--- src/rtl/instruction_fetch.sv ---
// instruction_fetch: fetches one instruction per PC via a ready/valid handshake and publishes the PC update
module instruction_fetch #(
  parameter int ADDR_WIDTH = 32,
  parameter int INSTRUCTION_LENGTH = 32,
  parameter int OS_START = 2048,
  parameter int TIMEOUT_CYCLES = 15
) (
  input  logic                          slow_clock,
  input  logic                          reset,
  input  logic [ADDR_WIDTH-1:0]         current_PC,
  input  logic                          stall,
  input  logic                          flush,
  input  logic                          mem_ready,
  input  logic [INSTRUCTION_LENGTH-1:0] mem_data,
  output logic                          mem_read,
  output logic [ADDR_WIDTH-1:0]         mem_addr,
  output logic [INSTRUCTION_LENGTH-1:0] instruction,
  output logic                          instruction_valid,
  input  logic                          instruction_accept,
  input  logic                          branch_taken,
  input  logic [ADDR_WIDTH-1:0]         branch_target,
  output logic [ADDR_WIDTH-1:0]         new_PC,
  output logic                          pc_update,
  output logic                          fetch_fault
);
  localparam int CW = $clog2(TIMEOUT_CYCLES + 1);
  typedef enum logic [1:0] {IDLE, FETCH, HOLD, UPDATE} state_t;
  state_t state, state_next;
  logic [CW-1:0] count;
  logic timeout;
  assign timeout = count == CW'(TIMEOUT_CYCLES - 1);
  // state register; reset drops mem_read at once because it decodes from state
  always_ff @(posedge slow_clock or posedge reset)
    if (reset) state <= IDLE;
    else state <= state_next;
  // next state: flush wins over ready/timeout/accept, ready wins over timeout, UPDATE ignores flush
  always_comb begin
    state_next = IDLE;
    case (state)
      IDLE:    state_next = (flush || stall) ? IDLE : FETCH;
      FETCH:   state_next = flush ? IDLE : mem_ready ? HOLD : timeout ? UPDATE : FETCH;
      HOLD:    state_next = flush ? IDLE : instruction_accept ? UPDATE : HOLD;
      default: state_next = IDLE;
    endcase
  end
  // state-decoded outputs
  always_comb begin
    mem_read = state == FETCH;
    instruction_valid = state == HOLD;
    pc_update = state == UPDATE;
  end
  // datapath: fetch address, latched word, next PC, timeout counter and fault pulse
  always_ff @(posedge slow_clock or posedge reset)
    if (reset) begin
      mem_addr <= '0;
      instruction <= '0;
      new_PC <= '0;
      count <= '0;
      fetch_fault <= 1'b0;
    end else begin
      fetch_fault <= state == FETCH && !flush && !mem_ready && timeout;
      if (state == IDLE && state_next == FETCH) begin
        mem_addr <= current_PC;
        count <= '0;
      end
      if (flush && state != UPDATE) count <= '0;
      else if (state == FETCH) begin
        if (mem_ready) instruction <= mem_data;
        else if (timeout) new_PC <= ADDR_WIDTH'(OS_START);
        else count <= count + 1'b1;
      end else if (state == HOLD && instruction_accept)
        new_PC <= branch_taken ? branch_target : mem_addr + 1'b1;
    end
endmodule

--- config.mk ---
export PLATFORM = sky130hd
export DESIGN_NAME = instruction_fetch
export DESIGN_NICKNAME = d
export VERILOG_FILES = /design/src/rtl/instruction_fetch.sv
export SDC_FILE = /design/constraint.sdc
export NUM_CORES = 1
export LEC_CHECK = 0
export CORE_AREA = 2 2 109 111
export DETAILED_ROUTE_END_ITERATION = 8
export DIE_AREA = 0 0 111 113
export PLACE_DENSITY = 0.8
export SLEW_MARGIN = 0
export SYNTH_ARGS = -nofsm -noshare
export SYNTH_HDL_FRONTEND = slang
export SYNTH_SLANG_ARGS = --single-unit
--- constraint.sdc ---
create_clock -name slow_clock -period 3.6 [get_ports slow_clock]
set_clock_uncertainty 0.05 [all_clocks]
set_input_delay 0.36 -clock slow_clock [delete_from_list [all_inputs] [get_ports slow_clock]]
set_output_delay 0.36 -clock slow_clock [all_outputs]
set_load 0.02 [all_outputs]
==> metrics.csv <==
metric,value,unit
outcome,"finished, final reports clean",
largest net degree at the start of global routing,85,
# setup viols final,0,
Post-Syn Nets,592,
fin worst setup slack,1.21,ns
First DRT Iteration DRCs,227,
total leakage power,0.00304,µW
dominant synthesized flop cell,dfrtp_1,
worst skew pair latency,0.35,ns
crit path DAT,2.57,ns
worst rel slew slack,24.7,%
top cell type's share of synthesized area,53.6,%
Worst-path clk slew,0.07,ns
Congestion Overflow GR,0,
DP HPWL,10800,µm
max-cap viol count,0,
crit start category,flop,
hold buffers post-CTS,0,
period utilization,66.5,%
GRT Util Overall,22.9,%
Synth async-reset ratio,100,%
# Post-CTS Setup Buffers,0,
Post-Syn Area per Cell,9.90,µm²
DR vias,4360,
initial antenna violation count,1,
CTS sink count,103,
RSZ-0062 raised after global routing,no,
cts repair resizes,0,
Fill cells,898,
worst hold path class,flop to flop,
Slew Limit Fails,0,
clock tree buffer depth,2,
Core Area,0.0113,mm²
fmax,418,MHz
I/O pins,203,
Synth cell types,41,
total number of yosys warnings,0,
Yosys reg bits,103,
vias per cell,5.23,
Initial Util,42.7,%
gpl congestion,0.917,
final non-filler cell total,833,
clock buffer count from CTS,9,
critical path class,flop to flop,
post-layout power,4350,µW
WL final,14400,µm
register area share after synthesis,53.6,%
Worst VDD drop,0.343,mV
Inst Count DP,817,
CP endpoint kind,flop,
die width,111,µm
most numerous cell in the Yosys netlist,nand2_1,
Post-synth EDFFs,0,
Final Util,64.5,%
Area Growth Syn to Fin,51.0,%
n_diodes,0,
buffers added on ports,202,
share of layout cells above drive strength 1,9.86,%
fin nets,791,
Yosys top cell by area,dfrtp_1,
Power Density,598,mW/mm²
Hold Fails Final Rpt,0,
DRT antenna net count,0,
mean routed wirelength per cell,17.3,µm
Place WS,1.01,ns
vias in the first global route,4531,
row count,39,
post-route minimum period,2.39,ns
die area,0.0125,mm²
Cells after Synth,486,
worst-margin pin slew,1.13,ns
root buffer cell,clkbuf_16,
Area contributors post-synth,"dfrtp_1 54%, nand2_1 9.4%, mux2_2 7.5%, a22oi_1 2.8%, xor2_1 2.7%",
Fin Setup TNS,0,ns
Synth Cell Area,0.00481,mm²
CTS tree,built,
list of most frequent post-synthesis cells,"121 x nand2_1, 103 x dfrtp_1, 32 x mux2_2",
first-pass GRT wire length,22800,µm
DR DRC count,0,
Crit Path Max Fanout,6,
Worst Path Required,3.78,ns
DR pass1 iterations,4,
Die H,113,µm
Max H-tree Level,3,
-- placed cells by master (no fill, tap or decap), types with 14 or more instances in the layout --
cell type | synthesis | final
mux2_2 | 32 | 32
o21ai_0 | 24 | 24
o21ai_1 | 20 | 20
clkdlybuf4s50_1 | 0 | 202
xor2_1 | 15 | 15
a22oi_1 | 18 | 18
nor2_1 | 23 | 23
nand2_1 | 121 | 121
nand3_1 | 15 | 15
xnor2_1 | 14 | 14
dfrtp_1 | 103 | 103
-- cell families after synthesis --
kind of cell    synth area share, %
mux                            7.70
compound gates                 9.99
buf+inv                        2.81
fa+ha+maj                     0.780
flops                          53.6
xor+xnor                       5.28
simple gates                   19.9
-- state kept, by name (all words and copies together) (netlist names) --
name	count
count	4
fetch_fault	1
instruction	32
mem_addr	32
new_PC	32
state	2
-- final timing paths --
| path | startpoint | to | slack, ns | depth (start not counted) |
|---|---|---|---|---|
| max reg2reg | mem_addr[0] | new_PC[26] | 1.21 | 6 |
| max in group asynchronous | reset | instruction[7] | 2.09 | 3 |
| min in group asynchronous | reset | instruction[30] | 0.58 | 2 |
| max | mem_addr[0] | new_PC[26] | 1.21 | 6 |
| min | new_PC[5] | new_PC[5] | 0.44 | 2 |
| min reg2reg | new_PC[5] | new_PC[5] | 0.44 | 2 |
-- critical path, cell delays in order (launching register included) --
cell	delay (ns)
dfrtp_1	0.47
ha_1	0.30
nand4_2	0.19
or4_1	0.73
nor3_2	0.27
xnor2_1	0.18
o21ai_1	0.09
-- routing by layer --
metal / GRT usage, % / up-vias / wire length [µm] / share of wire (%)
met5: 0 / - / 17 / 0.12
met4: 9.42 / 2 / 289 / 2.0
met3: 5.57 / 23 / 1040 / 7.2
met2: 39.5 / 182 / 7240 / 50
met1: 27.8 / 2086 / 5800 / 40
li1: - / 2067 / - / -
-- stage by stage --
| step | hold slack [ns] | area, µm² |
|---|---|---|
| floorplan | 0.415 | 4810 |
| global route | 0.469 | 7270 |
| CTS | 0.440 | 7270 |
| global placement | 0.412 | 6990 |
| finish | 0.441 | 7270 |
| detailed placement | 0.424 | 6990 |
-- final cells by class --
class | instances | area [µm²] | share of cell area (%)
clock buffers | 9 | 225 | 3.10
clock inverters | 7 | 50.0 | 0.689
inverters | 10 | 40.0 | 0.551
multi-input cells | 351 | 2110 | 29.1
flip-flops and latches | 103 | 2580 | 35.5
well taps | 143 | 179 | 2.46
repair buffers | 210 | 2080 | 28.7
-- power by group --
| part | leakage [µW] | switching (µW) | internal (µW) |
|---|---|---|---|
| Combinational | 0.00162 | 821 | 877 |
| Sequential | 0.00129 | 267 | 1470 |
| Clock | 0.000127 | 438 | 469 |
| Total | 0.00304 | 1530 | 2820 |
Power figures use the tool's default switching activity.
